## src/rtl/xnor_compare_pkg.sv

```systemverilog
`default_nettype none
// ============================================================================
// Module      : xnor_compare_pkg
// Description : Shared constants and the popcount helper for xnor_compare_pipe.
// Revision    : 1.0 - initial release
// ============================================================================
package xnor_compare_pkg;

    localparam int WIDTH_DEF = 8;
    localparam int CNT_W_DEF = 16;
    localparam int MB_W      = $clog2(WIDTH_DEF + 1);
    localparam int CNT_MAX   = (1 << CNT_W_DEF) - 1;

    // popcount works on a fixed-width container; callers zero-extend, so WIDTH <= POP_MAX_W
    localparam int POP_MAX_W = 64;
    localparam int POP_CNT_W = $clog2(POP_MAX_W + 1);

    function automatic logic [POP_CNT_W-1:0] popcount(input logic [POP_MAX_W-1:0] v);
        logic [POP_CNT_W-1:0] n;
        n = '0;
        for (int i = 0; i < POP_MAX_W; i++) begin
            n = n + POP_CNT_W'(v[i]);
        end
        return n;
    endfunction

endpackage
`default_nettype wire

```

## src/rtl/xnor_compare_pipe_sat_counter.sv

```systemverilog
`default_nettype none
// ============================================================================
// Module      : sat_counter
// Description : Saturating up-counter with synchronous clear.
// Revision    : 1.0 - initial release
// ============================================================================
module sat_counter #(
    parameter int CNT_W = 16
) (
    input  logic             clk,
    input  logic             rst,
    input  logic             clr,
    input  logic             inc,
    output logic [CNT_W-1:0] count
);

    localparam logic [CNT_W-1:0] SAT_VAL = {CNT_W{1'b1}};

    logic [CNT_W-1:0] count_q;
    logic [CNT_W-1:0] count_d;

    always_comb begin
        count_d = count_q;
        if (clr) begin
            count_d = '0;
        end else if (inc && (count_q != SAT_VAL)) begin
            count_d = count_q + CNT_W'(1);
        end
    end

    always_ff @(posedge clk) begin
        if (rst) begin
            count_q <= '0;
        end else begin
            count_q <= count_d;
        end
    end

    assign count = count_q;

endmodule
`default_nettype wire

```

## src/rtl/xnor_compare_pipe.sv

```systemverilog
`default_nettype none
// ============================================================================
// Module      : xnor_compare_pipe
// Description : Two-stage word comparator: bitwise XNOR, all-equal flag,
//               matching-bit count and saturating eq/neq event counters.
//               Optional mismatch capture enabled by XNOR_COMPARE_STICKY_EN.
// Revision    : 1.0 - initial release
// ============================================================================
module xnor_compare_pipe
    import xnor_compare_pkg::*;
#(
    parameter int WIDTH = WIDTH_DEF,
    parameter int CNT_W = CNT_W_DEF
) (
    input  logic                         clk,
    input  logic                         rst,
    input  logic                         clr,
    input  logic                         in_valid,
    input  logic [WIDTH-1:0]             A,
    input  logic [WIDTH-1:0]             B,
    output logic [WIDTH-1:0]             O,
    output logic                         out_valid,
    output logic                         eq,
    output logic [$clog2(WIDTH+1)-1:0]   match_bits,
    output logic [CNT_W-1:0]             eq_count,
    output logic [CNT_W-1:0]             neq_count
`ifdef XNOR_COMPARE_STICKY_EN
    ,
    output logic                         mm_sticky,
    output logic [WIDTH-1:0]             first_mm
`endif
);

    localparam int MATCH_W = $clog2(WIDTH + 1);

    logic [WIDTH-1:0]   x1_q, x1_d;
    logic               v1_q, v1_d;
    logic [WIDTH-1:0]   o_q, o_d;
    logic               eq_q, eq_d;
    logic [MATCH_W-1:0] mb_q, mb_d;
    logic               ov_q, ov_d;

    always_comb begin
        x1_d = x1_q;
        v1_d = in_valid;
        if (in_valid) begin
            x1_d = A ~^ B;
        end

        // stage 2 holds its word when nothing new arrives
        o_d  = o_q;
        eq_d = eq_q;
        mb_d = mb_q;
        ov_d = v1_q;
        if (v1_q) begin
            o_d  = x1_q;
            eq_d = &x1_q;
            mb_d = MATCH_W'(popcount(POP_MAX_W'(x1_q)));
        end
    end

    always_ff @(posedge clk) begin
        if (rst) begin
            x1_q <= '0;
            v1_q <= 1'b0;
            o_q  <= '0;
            eq_q <= 1'b0;
            mb_q <= '0;
            ov_q <= 1'b0;
        end else begin
            x1_q <= x1_d;
            v1_q <= v1_d;
            o_q  <= o_d;
            eq_q <= eq_d;
            mb_q <= mb_d;
            ov_q <= ov_d;
        end
    end

    sat_counter #(.CNT_W(CNT_W)) u_eq_cnt (
        .clk   (clk),
        .rst   (rst),
        .clr   (clr),
        .inc   (ov_q & eq_q),
        .count (eq_count)
    );

    sat_counter #(.CNT_W(CNT_W)) u_neq_cnt (
        .clk   (clk),
        .rst   (rst),
        .clr   (clr),
        .inc   (ov_q & ~eq_q),
        .count (neq_count)
    );

`ifdef XNOR_COMPARE_STICKY_EN
    logic             mm_sticky_q, mm_sticky_d;
    logic [WIDTH-1:0] first_mm_q, first_mm_d;

    always_comb begin
        mm_sticky_d = mm_sticky_q;
        first_mm_d  = first_mm_q;
        if (clr) begin
            mm_sticky_d = 1'b0;
        end else if (ov_q && !eq_q && !mm_sticky_q) begin
            mm_sticky_d = 1'b1;
            first_mm_d  = o_q;
        end
    end

    always_ff @(posedge clk) begin
        if (rst) begin
            mm_sticky_q <= 1'b0;
            first_mm_q  <= '0;
        end else begin
            mm_sticky_q <= mm_sticky_d;
            first_mm_q  <= first_mm_d;
        end
    end

    assign mm_sticky = mm_sticky_q;
    assign first_mm  = first_mm_q;
`endif

    assign O          = o_q;
    assign out_valid  = ov_q;
    assign eq         = eq_q;
    assign match_bits = mb_q;

endmodule
`default_nettype wire

```

## config.mk

```make
export PLATFORM = sky130hd
export DESIGN_NAME = xnor_compare_pipe
export DESIGN_NICKNAME = d
export VERILOG_FILES = /design/src/rtl/xnor_compare_pkg.sv /design/src/rtl/xnor_compare_pipe_sat_counter.sv /design/src/rtl/xnor_compare_pipe.sv
export SDC_FILE = /design/constraint.sdc
export NUM_CORES = 1
export LEC_CHECK = 0
export CAP_MARGIN = 20
export CORE_MARGIN = 1
export CORE_UTILIZATION = 25
export CTS_BUF_LIST = sky130_fd_sc_hd__clkbuf_4 sky130_fd_sc_hd__clkbuf_8
export DETAILED_ROUTE_END_ITERATION = 10
export RECOVER_POWER = 25
export REMOVE_ABC_BUFFERS = 1
export SETUP_SLACK_MARGIN = 0.05
export SYNTH_ARGS = -nofsm -noshare
export SYNTH_HDL_FRONTEND = slang
export SYNTH_SLANG_ARGS = --single-unit
export TNS_END_PERCENT = 5
```

## constraint.sdc

```tcl
create_clock -name clk -period 4.4 [get_ports clk]
set_input_delay 1.32 -clock clk [delete_from_list [all_inputs] [get_ports clk]]
set_output_delay 1.32 -clock clk [all_outputs]
set_load 0.01 [all_outputs]
```

==> results.json <==
{
  "status": "completed",
  "insertion_delay_ns": 0.31,
  "skew_ns": 0.00867,
  "finalCritPeriodShare": 0.766,
  "dpl_cell_area_um2": 3570,
  "slew_viol_final": 0,
  "p_per_area_nw_per_um2": 277,
  "crit_type": "in2reg",
  "yosysSeqAreaShare": 0.395,
  "diodes": 0,
  "total_power_mw": 1.02,
  "grt_pass1_wl_mm": 11.5,
  "ant_nets": 0,
  "cap_violations": 0,
  "worst_pin_slew_ns": 1.10,
  "vias_per_cell": 5.04,
  "antenna_found_initial": 0,
  "drtIter0Drc": 119,
  "worstPathArrival_ns": 3.58,
  "rr_worst_depth": 12,
  "cp_max_fo": 29,
  "nNetsFinal": 406,
  "htreeDepth": 2,
  "ys_warn_count": 0,
  "row_count": 38,
  "start_kind": "input pin",
  "gp_congestion": 0.812,
  "vias": 2604,
  "gr-total-overflow": 0,
  "track_usage": 0.124,
  "cts_buffers": 5,
  "remaining_drc_errors": 0,
  "yosysTopAreaCellShare": 0.395,
  "grt_pass1_vias": 2399,
  "peakVddDrop_uv": 129,
  "avgSynthCellArea_um2": 8.82,
  "cts_root_buf": "clkbuf_8",
  "finalSetupViolCount": 0,
  "rsz0062_at_grt": "no",
  "ctsHoldBuffers": 0,
  "worst_setup_path_end_kind": "flop",
  "die_w_um": 108,
  "dp_hpwl_mm": 5.03,
  "hold_violations": 0,
  "clock_path_buffers": 2,
  "worst_slack_ns": 1.03,
  "hold_depth": 2,
  "initial_core_util": 0.257,
  "dieHeight_um": 108,
  "maxSlewHeadroom": 0.270,
  "cts_resized": 0,
  "synth_edf_count": 0,
  "n_fill_cell": 1125,
  "hp-class": "reg2reg",
  "synthArstFlopShare": 0,
  "worst_ep_required_time_ns": 4.62,
  "ys_top_cells_by_area": "dfxtp_1, mux2i_1, nor2_1",
  "finalInstanceArea_um2": 3700,
  "netlist_instances": 316,
  "core_um2": 10800,
  "dr.pass1.iters": 4,
  "hold_slack_ns": 0.460,
  "dieArea_um2": 11600,
  "synth_top_cell_by_area": "dfxtp_1",
  "cts.sinks": 55,
  "clock.fmax_ghz": 0.297,
  "io_buffers": 65,
  "wl_per_cell_um": 13.3,
  "setup_tns_ns": 0,
  "place_ws_ns": 1.36,
  "synth_area_um2": 2790,
  "cts_setup_buffers": 0,
  "p_leak_nw": 1.25,
  "layout_min_cycle_time_ns": 3.37,
  "area_growth_pct": 32.8,
  "io_pins": 66,
  "drive_above_1_share": 0.0371,
  "tritoncts": "yes",
  "grt_max_degree": 30,
  "cts.reportedPaths.clkPinSlew_ns": 0.10,
  "ys_types": 44,
  "synth-main-ff-cell": "dfxtp_1",
  "postRouteWirelength_mm": 6.87,
  "ys_ff_latch": 55
}
## synthesized netlist by cell type, types with 2 or more instances
cell type and number:
a211oi_1 2, a21oi_1 22, a311oi_1 2, a31oi_1 3, and3_1 6, and4_1 9, buf_2 3, clkbuf_1 9
dfxtp_1 55, fa_1 4, ha_1 6, inv_1 14, mux2i_1 20, nand2_1 15, nand3_1 20, nand4_1 13
nand4_2 2, nor2_1 30, nor2b_1 2, nor3_1 12, nor4_1 5, o21ai_0 6, o311ai_0 3, o31ai_1 10
o41ai_1 3, or3_1 7, or4_1 9, xnor2_1 8
## metrics by stage
stage / util / cells
2_1_floorplan: - / 303
3_3_place_gp: 0.329 / 509
3_5_place_dp: 0.329 / 509
4_1_cts: 0.342 / 517
5_1_grt: 0.341 / 517
6_report: 0.341 / 517
## layout make-up
type	count	area, um2	share of cell area
Clock buffer	6	76.3	0.0206
Clock inverter	2	60.1	0.0162
Inverter	14	52.6	0.0142
Multi-Input combinational cell	234	1580	0.427
Sequential cell	55	1100	0.298
Tap cell	140	175	0.0473
Timing Repair Buffer	66	654	0.177
## registers in the layout, summed over array words and instances, names as in the netlist
signal	flops
ov_d	1
O	8
match_bits	4
eq	1
out_valid	1
x1_q	8
u_neq_cnt.count	16
u_eq_cnt.count	16
## kinds of logic (layout without fill, tap and decap cells)
kind of cell / Yosys count / count (layout) / synth area share
AO/OA/AOI/OAI: 57 / 57 / 0.133
AND/OR/NAND/NOR: 138 / 138 / 0.278
adder cells (fa/ha/maj): 10 / 10 / 0.0557
multiplexers: 20 / 20 / 0.0718
flip-flops: 55 / 55 / 0.395
XOR/XNOR: 9 / 9 / 0.0283
buffers and inverters: 27 / 88 / 0.0377
## final timing paths
check | from | to | slack (ns)
min | match_bits[3] | match_bits[3] | 0.46
min reg2reg | match_bits[3] | match_bits[3] | 0.46
max reg2reg | x1_q[0] | match_bits[2] | 1.40
max | rst | u_eq_cnt.count[5] | 1.03
## worst max-delay path: stages
cell	delay [ns]
dlygate4sd3_1	0.52
clkbuf_1	0.81
or2_2	0.60
nor2_1	0.07
a41o_1	0.24
## cells in the final DEF (no fill, tap or decap), drive strengths merged, types with 3 or more instances in the layout
cell           instances
clkdlybuf4s50         64
nand4                 15
a31oi                  3
nand3                 20
nor3                  12
and4                   9
and3                   6
o21ai                  6
nor2                  30
o31ai                 10
o311ai                 3
dfxtp                 55
inv                   14
fa                     4
nor4                   6
nand2                 15
o41ai                  3
clkbuf                 7
ha                     6
xnor2                  8
a21oi                 22
or3                    8
or4                    9
mux2i                 20
## report_power, final
group / internal, mW / total, mW / switching (mW) / leakage, nW
clock network: 0.234 / 0.398 / 0.164 / 0.0688
logic: 0.0557 / 0.105 / 0.0495 / 0.734
registers: 0.509 / 0.522 / 0.0126 / 0.446
total: 0.798 / 1.02 / 0.226 / 1.25
## per-layer routing
metal	GRT usage	up-vias	share of wire
li1	-	1308	-
met1	0.159	1212	0.45
met2	0.207	79	0.49
met3	0.0236	5	0.051
met4	0.0411	0	0.011
met5	0	-	0
Note: power is estimated with default switching activity, not from simulation.
